===== config.mk =====
export PLATFORM = sky130hd
export DESIGN_NAME = mem_arbiter
export DESIGN_NICKNAME = d
export VERILOG_FILES = /design/src/rtl/mem_arbiter.sv
export SDC_FILE = /design/constraint.sdc
export NUM_CORES = 1
export LEC_CHECK = 0
export CAP_MARGIN = 20
export CORE_UTILIZATION = 35
export DETAILED_ROUTE_END_ITERATION = 16
export GPL_ROUTABILITY_DRIVEN = 0
export PLACE_DENSITY = 0.7
export RECOVER_POWER = 50
export SLEW_MARGIN = 20
export SYNTH_ARGS = -nofsm -noshare
export SYNTH_HDL_FRONTEND = slang
export SYNTH_SLANG_ARGS = --single-unit

===== constraint.sdc =====
create_clock -name i_clk -period 11.8 [get_ports i_clk]
set_input_delay 1.18 -clock i_clk [delete_from_list [all_inputs] [get_ports i_clk]]
set_output_delay 1.18 -clock i_clk [all_outputs]
set_load 0.02 [all_outputs]

===== src/rtl/mem_arbiter.sv =====
// mem_arbiter: time-shares one single-ported memory bus between the CPU
// instruction port and data port. Each CPU step performs a fetch and an
// optional data access as back-to-back bus transactions, then pulses both
// CPU valids together for one cycle.
//
// state   | meaning
// --------+-----------------------------------------------------------
// S_IDLE  | first cycle after reset release, no bus activity
// S_I_REQ | instruction fetch transaction on the bus
// S_D_REQ | data load/store transaction on the bus
// S_DONE  | one-cycle valid pulse to the CPU
module mem_arbiter #(
  parameter int D_FIRST = 0,
  parameter int TIMEOUT = 255,
  parameter int TO_W    = 8
) (
  input  logic        i_clk,
  input  logic        i_rst,
  input  logic [31:0] i_addr_i,
  output logic        o_valid_i,
  output logic [31:0] o_data_i,
  input  logic [31:0] i_addr_d,
  input  logic [3:0]  i_we_d,
  input  logic        i_rd_d,
  input  logic [31:0] i_data_d,
  output logic        o_valid_d,
  output logic [31:0] o_data_d,
  output logic [31:0] o_bus_addr,
  output logic [3:0]  o_bus_we,
  output logic        o_bus_rd,
  output logic [31:0] o_bus_wdata,
  output logic        o_bus_req,
  input  logic [31:0] i_bus_rdata,
  input  logic        i_bus_ack,
  output logic        o_bus_err
);

  typedef enum logic [1:0] {
    S_IDLE  = 2'd0,
    S_I_REQ = 2'd1,
    S_D_REQ = 2'd2,
    S_DONE  = 2'd3
  } state_t;

  // A zero TIMEOUT disables aborts; the compare value is then unused.
  localparam logic            TO_EN   = (TIMEOUT != 0);
  localparam logic [TO_W-1:0] TO_LAST = TO_W'((TIMEOUT != 0) ? TIMEOUT - 1 : 0);
  localparam logic            DF      = (D_FIRST != 0);

  state_t          r_state;
  state_t          w_next;
  logic [TO_W-1:0] r_cnt;
  logic [31:0]     r_bus_addr;
  logic [3:0]      r_bus_we;
  logic            r_bus_rd;
  logic [31:0]     r_bus_wdata;
  logic            r_bus_req;
  logic            r_bus_err;
  logic [31:0]     r_data_i;
  logic [31:0]     r_data_d;

  logic w_dpend;
  logic w_ack;
  logic w_to;
  logic w_fin;
  logic w_enter_i;
  logic w_enter_d;
  logic w_skip_d;
  logic w_valid;

  // r_bus_req is high exactly while a REQ state owns the bus, so an ack
  // outside a transaction is ignored; a same-cycle ack beats the timeout.
  assign w_dpend   = i_rd_d | (|i_we_d);
  assign w_ack     = r_bus_req & i_bus_ack;
  assign w_to      = TO_EN & r_bus_req & ~i_bus_ack & (r_cnt == TO_LAST);
  assign w_fin     = w_ack | w_to;
  assign w_enter_i = (w_next == S_I_REQ) && (r_state != S_I_REQ);
  assign w_enter_d = (w_next == S_D_REQ) && (r_state != S_D_REQ);

  // State register.
  always_ff @(posedge i_clk or posedge i_rst) begin
    if (i_rst) r_state <= S_IDLE;
    else       r_state <= w_next;
  end

  // Next-state decode, valid pulse, and detection of a step with no data access.
  always_comb begin
    w_next   = r_state;
    w_valid  = 1'b0;
    w_skip_d = 1'b0;
    case (r_state)
      S_IDLE, S_DONE: begin
        w_valid = (r_state == S_DONE);
        if (DF && w_dpend) begin
          w_next = S_D_REQ;
        end else begin
          w_next   = S_I_REQ;
          w_skip_d = DF;
        end
      end
      S_I_REQ: begin
        if (w_fin) begin
          if (!DF && w_dpend) begin
            w_next = S_D_REQ;
          end else begin
            w_next   = S_DONE;
            w_skip_d = !DF;
          end
        end
      end
      S_D_REQ: begin
        if (w_fin) w_next = DF ? S_I_REQ : S_DONE;
      end
      default: w_next = S_IDLE;
    endcase
  end

  // Bus outputs: captured on REQ entry, held until ack/abort. Entry wins over
  // completion so back-to-back transactions keep req asserted.
  always_ff @(posedge i_clk or posedge i_rst) begin
    if (i_rst) begin
      r_bus_addr  <= '0;
      r_bus_we    <= '0;
      r_bus_rd    <= 1'b0;
      r_bus_wdata <= '0;
      r_bus_req   <= 1'b0;
    end else if (w_enter_i) begin
      r_bus_addr  <= i_addr_i;
      r_bus_we    <= '0;
      r_bus_rd    <= 1'b1;
      r_bus_wdata <= '0;
      r_bus_req   <= 1'b1;
    end else if (w_enter_d) begin
      r_bus_addr  <= i_addr_d;
      r_bus_we    <= i_we_d;
      r_bus_rd    <= i_rd_d & ~(|i_we_d);
      r_bus_wdata <= i_data_d;
      r_bus_req   <= 1'b1;
    end else if (w_fin) begin
      r_bus_we    <= '0;
      r_bus_rd    <= 1'b0;
      r_bus_req   <= 1'b0;
    end
  end

  // Timeout counter: cleared on REQ entry, counts REQ cycles without ack.
  always_ff @(posedge i_clk or posedge i_rst) begin
    if (i_rst)                        r_cnt <= '0;
    else if (w_enter_i || w_enter_d)  r_cnt <= '0;
    else if (r_bus_req && !w_fin)     r_cnt <= r_cnt + 1'b1;
  end

  // Returned data latches; aborted fetches become a zero bubble, writes and
  // skipped data accesses leave zero on the data side.
  always_ff @(posedge i_clk or posedge i_rst) begin
    if (i_rst) begin
      r_data_i <= '0;
      r_data_d <= '0;
    end else begin
      if (r_state == S_I_REQ && w_fin) r_data_i <= w_ack ? i_bus_rdata : '0;
      if (r_state == S_D_REQ && w_fin) r_data_d <= (w_ack && r_bus_rd) ? i_bus_rdata : '0;
      else if (w_skip_d)               r_data_d <= '0;
    end
  end

  // Sticky timeout error, cleared only by reset.
  always_ff @(posedge i_clk or posedge i_rst) begin
    if (i_rst)     r_bus_err <= 1'b0;
    else if (w_to) r_bus_err <= 1'b1;
  end

  assign o_valid_i   = w_valid;
  assign o_valid_d   = w_valid;
  assign o_data_i    = r_data_i;
  assign o_data_d    = r_data_d;
  assign o_bus_addr  = r_bus_addr;
  assign o_bus_we    = r_bus_we;
  assign o_bus_rd    = r_bus_rd;
  assign o_bus_wdata = r_bus_wdata;
  assign o_bus_req   = r_bus_req;
  assign o_bus_err   = r_bus_err;

endmodule


==> results.cfg <==
[routing]
wl_met3_microns = 881
route.met2.wl_mm = 9.71
m1WireLength_mm = 8.18
vias = 5575
drt_iter0_markers = 382
wire_per_inst_microns = 18.2
routed.top_layer = met4
vias_per_cell = 5.25
ant_nets = 0
drc = 0
wl_mm = 19.3
first_pass_iters = 4

[clocking]
cts_resized = 0
clock_latency_ns = 0.41
postCtsSetupBuffers = 0
cts-root-buf = clkbuf_16
cts_tree = built
numCtsBuffers = 17
cts_max_level = 4
clkTransAtPathRegs_ns = 0.06
ctsHoldBuffers = 0
cts_max_path_buffers = 2
cts.sinks = 145

[cells_and_area]
drive_above_1_share_pct = 6.22
postLayoutCellArea_sq_mm = 0.00963
syn2layout_area_growth_pct = 55.9
antenna_cells = 0
finalNetCount = 965

[grt]
antenna_found_initial = 0
grt.overflow.total = 0
grt_pass1_vias = 5443
grtUsageTotal_pct = 21.5
grt_pass1_wl_mm = 30.1
grt_max_degree = 78

[worst_setup_path]
max_stage_delay_ns = 1.93
cp_top_family = buffers and inverters
crit_required_ns = 12.22
worst_setup_path_start_kind = primary input
path_cells = dlygate4sd3_1, clkinvlp_2, buf_4
critPathSlowestCell = clkinvlp_2
worstPathBufferInverterCount = 3
path_class = primary input to async pin
path_max_fanout = 77
worstPathArrival_ns = 4.70
endpoint_kind = async pin

[floorplan]
initial_core_util_pct = 35.8
fp-row-count = 48
placeableCoreArea_sq_mm = 0.0172
pin_count = 273
dieArea_sq_mm = 0.0182
fp.dieH_microns = 135
die_width_microns = 135

[sta]
timing.final.crit_share_pct = 36.3
tns_ns = 0
maxSlewHeadroom_pct = -131
rsz0062_at_grt = no
final_hold_viol_count = 0
worst_pin_slew_ns = 3.44
setup_viol = 0
max_freq_mhz = 234
slew_violations = 78
finalCriticalPeriod_ns = 4.28
skew_ns = 0.00893

[pwr]
ir_drop_uv = 155
power.leakage_nw = 4.17
powerDensity_mw_per_mm2 = 293

[status]
violations = capacitance limit, slew limit
status = finished, violations left

[yosys]
synthesis.area_sq_mm = 0.00618
syn_nets = 717
syn_avg_cell_area_sq_um = 10.7
yosysSeqAreaShare_pct = 58.7
synth_seq_cells = 145
synthCells = 575
ys_types = 44
ys_warn_count = 0

[run]
cap_violations = 1

[worst_hold_path]
hold_path.class = register to register

[placed_design]
placed_area_sq_mm = 0.00903
dp_hpwl_mm = 12.9
portBuffers = 272
[final cells by class]
type                            instances  area, sq um
Clock buffer                           19          443
Clock inverter                         13          160
Fill cell                            1528         7610
Inverter                               13         50.0
Multi-Input combinational cell        364         2260
Sequential cell                       145         3630
Tap cell                              225          282
Timing Repair Buffer                  282         2810
[kinds of logic (layout without fill, tap and decap cells)]
group / after synthesis / after routing / synth area share, %
muxes: 1 / 1 / 0.162
buffers and inverters: 66 / 327 / 5.25
xor gates and xnor gates: 5 / 5 / 0.709
AOI/OAI and AO/OA: 210 / 210 / 22.6
and+or+nand+nor: 142 / 142 / 11.3
adders and majority gates: 6 / 6 / 1.22
DFF: 145 / 145 / 58.7
[state kept, by name, indices dropped and copies added, names as in the netlist, 2 cells and up]
register     count
o_bus_addr      32
o_bus_wdata     32
o_data_d        32
o_data_i        32
r_cnt            8
o_bus_we         4
r_state          2
[placed cells by master (no fill, tap or decap), drive strengths merged, types with 2 or more instances in the layout]
master | Yosys | routed
a31oi | 33 | 33
clkdlybuf4s50 | 0 | 136
nor3 | 4 | 4
clkbuf | 33 | 19
nor2 | 43 | 43
clkinv | 0 | 4
nand3 | 65 | 65
o41ai | 4 | 4
buf | 20 | 10
nand4 | 7 | 7
and3 | 2 | 2
bufinv | 0 | 3
nand2b | 2 | 2
ha | 6 | 6
a22o | 64 | 64
nand2 | 11 | 11
a2bb2oi | 2 | 2
dfrtp | 145 | 145
and2 | 2 | 2
dlygate4sd3 | 0 | 136
o21ai | 66 | 66
a211oi | 2 | 2
xnor2 | 4 | 4
inv | 13 | 13
clkinvlp | 0 | 6
or4 | 2 | 2
a21oi | 35 | 35
[report_power, final]
group          switching, W  total, W  internal (W)
Combinational      0.000864   0.00144      0.000579
Sequential         0.000112  0.000832      0.000720
Clock              0.000211  0.000549      0.000338
Total               0.00119   0.00282       0.00164
[synthesized netlist by cell type (all sizes together)]
cell type	count	share of area, %
nand2	11	0.71
xnor2	4	0.57
or3	1	0.10
nand4	7	0.95
o2bb2ai	1	0.14
a21oi	35	2.8
or2	1	0.10
a311o	1	0.16
and2	2	0.24
nor4	1	0.10
o211ai	1	0.12
a31oi	33	3.3
nand2b	2	0.20
o41ai	4	0.57
o21ai	66	5.6
a211oi	2	0.24
nor2b	1	0.10
nor2	43	2.7
xor2	1	0.14
ha	6	1.2
inv	13	0.79
a22o	64	9.1
dfrtp	145	59
nor3	4	0.32
mux2i	1	0.16
clkbuf	33	2.0
buf	20	2.5
nand3	65	5.3
and3	2	0.20
o31ai	1	0.12
a2bb2oi	2	0.38
or4	2	0.30
[metal layers]
layer  vias up  global-route usage [%]
li1       2621                       -
met1      2774                    28.5
met2       148                    34.7
met3        32                    4.20
met4         0                    8.18
met5         -                       0
[stage by stage]
step	setup WS, ns	std cells	total power [W]	hold slack (ns)	utilization [%]
4_1_cts	8.17	1061	0.00294	0.478	55.9
5_1_grt	6.87	1061	0.00300	0.494	55.9
3_5_place_dp	7.74	1029	0.00238	0.460	52.4
6_report	7.52	1061	0.00282	0.469	55.9
3_3_place_gp	7.74	1028	0.00235	0.454	52.3
2_1_floorplan	6.73	575	0.00173	0.519	-
[worst paths after layout]
check	from	to	slack (ns)	cells past startpoint
worst min-delay path	o_bus_err$_DFFE_PP0P_	o_bus_err$_DFFE_PP0P_	0.47	1
worst max register to register	r_cnt[0]$_DFFE_PP0P_	o_bus_rd$_DFFE_PP0P_	8.25	8
min in group asynchronous	i_rst	o_bus_wdata[3]$_DFFE_PP0P_	2.24	2
worst min register to register	o_bus_err$_DFFE_PP0P_	o_bus_err$_DFFE_PP0P_	0.47	1
max in group i_clk	i_we_d[0]	o_bus_rd$_DFFE_PP0P_	8.08	7
worst max-delay path	i_rst	r_cnt[3]$_DFFE_PP0P_	7.52	3
(Power assumes the default switching activity.)
